===== src/rtl/uart_tx_serializer.sv =====
// uart_tx_serializer: byte-wide valid/ready in, one asynchronous serial frame out.
// Frame layout is start bit, eight data bits LSB first, optional parity, then one
// or two stop bits. Bit timing comes from a baud counter clocked by sysclk.
//
// The line output is registered from the state the FSM held during the previous
// cycle. That is why o_tx falls one edge after the accept edge, and why the last
// stop bit is still on the line in the cycle where o_done pulses. It also keeps
// exactly one idle-high cycle between back-to-back frames.
`timescale 1ns/1ps

module uart_tx_serializer #(
  parameter int CLK_FREQ_HZ = 125_000_000,
  parameter int BAUD_RATE   = 115_200,
  parameter int PARITY_MODE = 0,
  parameter int STOP_BITS   = 1
) (
  input  logic       sysclk,
  input  logic       rst,
  input  logic [7:0] i_data,
  input  logic       i_valid,
  output logic       o_ready,
  output logic       o_tx,
  output logic       o_busy,
  output logic       o_done
);

  localparam int CLKS_PER_BIT = CLK_FREQ_HZ / BAUD_RATE;
  localparam int CNT_W        = (CLKS_PER_BIT > 1) ? $clog2(CLKS_PER_BIT) : 1;

  localparam logic [CNT_W-1:0] CNT_LAST  = CNT_W'(CLKS_PER_BIT - 1);
  localparam logic [2:0]       STOP_LAST = 3'(STOP_BITS - 1);

  // A bad parameter set would give a wrong baud rate or a broken frame format.
  // Such a set is stopped at elaboration so that it never reaches the board.
  if (CLKS_PER_BIT < 2) begin : g_bad_baud
    $error("uart_tx_serializer: CLK_FREQ_HZ/BAUD_RATE must be at least 2");
  end
  if (STOP_BITS != 1 && STOP_BITS != 2) begin : g_bad_stop
    $error("uart_tx_serializer: STOP_BITS must be 1 or 2");
  end
  if (PARITY_MODE < 0 || PARITY_MODE > 2) begin : g_bad_parity
    $error("uart_tx_serializer: PARITY_MODE must be 0, 1 or 2");
  end

  typedef enum logic [2:0] {
    S_IDLE,
    S_START,
    S_DATA,
    S_PARITY,
    S_STOP
  } state_t;

  state_t           r_state;
  logic [CNT_W-1:0] r_baud_cnt;
  logic [2:0]       r_bit_idx;
  logic [7:0]       r_shift;
  logic             r_parity;
  logic             r_tx;
  logic             r_ready;
  logic             r_busy;
  logic             r_done;

  logic             w_bit_end;

  assign w_bit_end = (r_baud_cnt == CNT_LAST);

  // This is the frame sequencer.
  //
  // Every non-idle state holds its bit for CLKS_PER_BIT cycles, counted by the
  // baud counter. The counter returns to zero at every bit boundary.
  //
  // The same bit index counts the data bits and also the stop bits. It is always
  // cleared before it is reused.
  //
  // Parity is computed from i_data at the accept edge. The shift register is
  // destroyed during the data phase, so the parity cannot be taken from it later.
  always_ff @(posedge sysclk) begin
    if (rst) begin
      r_state    <= S_IDLE;
      r_baud_cnt <= '0;
      r_bit_idx  <= '0;
      r_shift    <= '0;
      r_parity   <= 1'b0;
      r_tx       <= 1'b1;
      r_ready    <= 1'b1;
      r_busy     <= 1'b0;
      r_done     <= 1'b0;
    end else begin
      r_done <= 1'b0;
      case (r_state)
        S_IDLE: begin
          r_tx       <= 1'b1;
          r_baud_cnt <= '0;
          r_bit_idx  <= '0;
          if (i_valid && r_ready) begin
            r_shift  <= i_data;
            r_parity <= (PARITY_MODE == 2) ? ~^i_data : ^i_data;
            r_state  <= S_START;
            r_ready  <= 1'b0;
            r_busy   <= 1'b1;
          end
        end

        S_START: begin
          r_tx <= 1'b0;
          if (w_bit_end) begin
            r_baud_cnt <= '0;
            r_state    <= S_DATA;
          end else begin
            r_baud_cnt <= r_baud_cnt + 1'b1;
          end
        end

        S_DATA: begin
          r_tx <= r_shift[0];
          if (w_bit_end) begin
            r_baud_cnt <= '0;
            r_shift    <= {1'b0, r_shift[7:1]};
            if (r_bit_idx == 3'd7) begin
              r_bit_idx <= '0;
              r_state   <= (PARITY_MODE != 0) ? S_PARITY : S_STOP;
            end else begin
              r_bit_idx <= r_bit_idx + 1'b1;
            end
          end else begin
            r_baud_cnt <= r_baud_cnt + 1'b1;
          end
        end

        S_PARITY: begin
          r_tx <= r_parity;
          if (w_bit_end) begin
            r_baud_cnt <= '0;
            r_state    <= S_STOP;
          end else begin
            r_baud_cnt <= r_baud_cnt + 1'b1;
          end
        end

        S_STOP: begin
          r_tx <= 1'b1;
          if (w_bit_end) begin
            r_baud_cnt <= '0;
            if (r_bit_idx == STOP_LAST) begin
              r_bit_idx <= '0;
              r_state   <= S_IDLE;
              r_ready   <= 1'b1;
              r_busy    <= 1'b0;
              r_done    <= 1'b1;
            end else begin
              r_bit_idx <= r_bit_idx + 1'b1;
            end
          end else begin
            r_baud_cnt <= r_baud_cnt + 1'b1;
          end
        end

        default: begin
          r_state    <= S_IDLE;
          r_baud_cnt <= '0;
          r_bit_idx  <= '0;
          r_tx       <= 1'b1;
          r_ready    <= 1'b1;
          r_busy     <= 1'b0;
        end
      endcase
    end
  end

  assign o_ready = r_ready;
  assign o_tx    = r_tx;
  assign o_busy  = r_busy;
  assign o_done  = r_done;

endmodule


===== config.mk =====
export PLATFORM = sky130hd
export DESIGN_NAME = uart_tx_serializer
export DESIGN_NICKNAME = d
export VERILOG_FILES = /design/src/rtl/uart_tx_serializer.sv
export SDC_FILE = /design/constraint.sdc
export NUM_CORES = 1
export LEC_CHECK = 0
export ABC_AREA = 1
export CORE_MARGIN = 1.5
export CORE_UTILIZATION = 55
export CTS_BUF_LIST = sky130_fd_sc_hd__clkbuf_4 sky130_fd_sc_hd__clkbuf_8
export DETAILED_ROUTE_END_ITERATION = 6
export PLACE_DENSITY_LB_ADDON = 0.1
export SETUP_SLACK_MARGIN = 0.15
export SYNTH_ARGS = -nofsm -noshare
export SYNTH_HDL_FRONTEND = slang
export SYNTH_SLANG_ARGS = --single-unit

===== constraint.sdc =====
create_clock -name sysclk -period 1.85 [get_ports sysclk]
set_input_delay 0.185 -clock sysclk [delete_from_list [all_inputs] [get_ports sysclk]]
set_output_delay 0.185 -clock sysclk [all_outputs]
set_load 0.03 [all_outputs]

==> results.txt <==
The worst hold path belongs to the class flip-flop to flip-flop. CTS placed an instance of sky130_fd_sc_hd__clkbuf_4 at the clock tree root. The final-report hold violation count was 0.

Row generation in the floorplan step produced 19 rows. On the critical path, the stage with the largest delay is an instance of sky130_fd_sc_hd__clkdlybuf4s50_1. STA puts the critical path data required time at 1.66 ns. The detail route stage leaves a number of antenna-violating nets equal to 0.

By area the synthesized netlist is led by sky130_fd_sc_hd__dfxtp_1, sky130_fd_sc_hd__nand2_1, sky130_fd_sc_hd__a21oi_1, sky130_fd_sc_hd__nand3_1, sky130_fd_sc_hd__nor2_1. The hold slack is 0.471 ns. The maximum number of pins on one net before global-route repair came out at 12. The share of synthesized area in the top cell type comes to 0.370.

In the synthesized netlist, the cells that appear most often are sky130_fd_sc_hd__nand2_1, sky130_fd_sc_hd__dfxtp_1, sky130_fd_sc_hd__nor2_1, sky130_fd_sc_hd__a21oi_1, sky130_fd_sc_hd__inv_1. The fmax came out at 645 MHz. Setup repair after global routing left no endpoint under its margin. STA classifies the critical path startpoint as a flip-flop. The most frequent cell after synthesis is sky130_fd_sc_hd__nand2_1.

The post-cts hold buffer count came out at 0. The count of port buffers added during placement is 14. The delay contributed by the slowest stage of the critical path is 0.68 ns. The slew of the pin with the lowest slew margin is 0.339 ns.

The highest net fanout along the worst path came out at 3. The share of the Yosys chip area taken by registers is 0.370. The detail-routed via count per cell is 5.25.

The static leakage came out at 0.795 nW. The share of the clock period used by the worst path came out at 0.838. At the end of routability-driven placement, the weighted congestion stood at 0.893.

The first global-routing pass estimated 5660 um of wire. The number of unique standard cell types used by synthesis came out at 31. sky130_fd_sc_hd__dfxtp_1 takes more of the synthesized area than any other cell. Synthesis inferred 30 register bits. The net count reported at finish is 264. The via count of the first global-routing pass came out at 1,441. The post-synthesis instance area is 1620 sq um. The initial antenna violation count came out at 0. The effective utilization at floorplan is 0.584. The violation count after the first detailed-route iteration is 56. The first TritonRoute pass finished after 4 iterations. The remaining routing DRC violations is 0. The proportion of layout cells with a drive suffix above 1 is 0.137.

The routed layout has 1,469 vias. TritonCTS built the clock tree. The die height is 57.3 um. The horizontal extent of the die is 57.3 um. The count of final setup violators came out at 0. The count of instances resized after the clock tree is built is 0. The warning count from the yosys run is 0.

A synthesized cell averages 7.19 sq um. Clock tree synthesis inserted a total of 5 buffers. The H-tree generated during clock tree synthesis spans 2 levels. The clock sink total is 30. The cell count after synthesis came out at 226. The power density over cell area came out at 1330 nW/um^2. Detailed placement ended at an HPWL of 2420 um. The clock slew seen by the registers of the worst setup and hold paths came out at 0.10 ns.

The sum of negative setup slack came out at 0 ns. The met2 track demand over resource came out at 0.381. The repair_antennas step left the layout with diodes totalling 0. When the netlist entered floorplanning its net count stood at 242. The kind of cell with the highest combined delay along the critical path is buffers and inverters.

In this run the register-to-register setup slack is 0.31 ns. The most used routing layer is met2. The number of setup buffers added after CTS is 0.

The met3 track demand over resource in global routing came out at 0.0590. The worst hold path terminates at r_shift[3]. After global routing the overflow that remains totals 0. The clock insertion delay at the later pin of the skew report is 0.32 ns. In this run the critical register-to-register path is captured at r_state[1]. The overall power is 0.00250 W. The total buffers and inverters traversed by the critical path came out at 1.

The average wire length per cell after detail routing came out at 11.4 um. The flow ran to the end, and the final reports show no timing, DRC or antenna violations. The type of destination of the critical path is an output pin.

The final-report max-slew violation count came out at 0. The worst-case IR drop observed on VDD is 1.01 mV. The critical path goes through clkdlybuf4s50_1. Yosys mapped a number of flops with a built-in enable equal to 0. The class of the most critical setup path is flip-flop to output pin. The headroom to the max-slew limit is 0.772. The async set-reset flop share out of synthesis came out at 0. After detailed routing, the total wire length is 3190 um. In this run the deepest clock path goes through 2 buffers. The leading register cell type out of synthesis is sky130_fd_sc_hd__dfxtp_1. For met1 alone, demand over resource in global routing was 0.245. The worst-case clock skew is 0.00863 ns. The area of the die is 3290 sq um.

The area inside the core boundary came out at 2780 sq um. Counting instances, the worst hold path has a depth of 2. The minimum period implied by the final worst setup slack came out at 1.55 ns. STA puts the critical path data arrival time at 1.37 ns. In this run the most critical hold path is launched from r_shift[3]. The reg-to-reg startpoint is r_baud_cnt[0]. For this run, the total global-route usage over all layers was measured as 0.218. The number of top-level pins came out at 15. The reported max-cap violation count is 0. The relative area change from synthesis to final layout is 15.6%. The logic depth of the worst register-to-register path is 9.
## power breakdown
part	switching [W]	leakage, nW	internal, W
combinational	0.000726	0.512	0.000426
sequential	0.000119	0.245	0.000812
clock	0.000223	0.0387	0.000199
## worst max-delay path by stage
stage | start | end | slack (ns) | cells past startpoint
global placement | r_baud_cnt[0] | r_state[0] | 0.39 | 9
global route | r_state[2] | r_shift[2] | 0.19 | 7
floorplan | r_baud_cnt[0] | r_state[0] | 0.49 | 9
finish | o_ready | o_ready | 0.30 | 1
CTS | o_busy | o_busy | 0.29 | 1
detailed placement | r_baud_cnt[0] | r_state[2] | 0.32 | 10
## per-layer routing
metal / wire length (um) / up-vias / part of all wire
met5: 0 / - / 0
met4: 41 / 0 / 0.013
met3: 153 / 6 / 0.048
met2: 1560 / 37 / 0.49
met1: 1440 / 654 / 0.45
li1: - / 772 / -
## sequential cells by signal (all words and copies together), names as in the netlist
| signal | count |
|---|---|
| o_busy | 1 |
| o_done | 1 |
| o_ready | 1 |
| o_tx | 1 |
| r_baud_cnt | 11 |
| r_bit_idx | 3 |
| r_parity | 1 |
| r_shift | 8 |
| r_state | 3 |
## cell families after synthesis
group                      count (synthesis)  share of synthesized area
and+or+nand+nor                          127                      0.371
AOI/OAI and AO/OA                         27                      0.106
DFF                                       30                      0.370
xor gates and xnor gates                   9                     0.0485
adders and majority gates                  5                     0.0385
buffers and inverters                     28                     0.0670
## through the flow
step                std cells  utilization  area, sq um  worst slack, ns
finish                    280        0.675         1880            0.299
CTS                       280        0.675         1880            0.291
detailed placement        272        0.652         1810            0.320
global route              280        0.675         1880            0.190
floorplan                 226            -         1620            0.492
global placement          272        0.652         1810            0.391
## cell type report
cell class                 count  area (sq um)
inverter                      26          97.6
sequential                    30           601
multi-input combinational    168           915
timing repair buffer          17           163
tap                           31          38.8
clock buffer                   7          58.8
fill                         246           903
clock inverter                 1          5.00
## cell usage in the layout (no fill, tap or decap), drive strengths merged, types with 2 or more instances in the layout
cell type	synthesis	final
nand2	74	74
dfxtp	30	30
inv	25	25
nor2	23	23
a21oi	18	18
nand3	18	18
clkdlybuf4s50	0	14
xnor2	8	8
clkbuf	1	7
ha	5	5
nor3	5	5
nand4	4	4
o21ai	4	4
buf	1	3
nor3b	2	2
clkinv	1	2
a21boi	2	2
No activity file was read; power rests on OpenSTA's default activity.
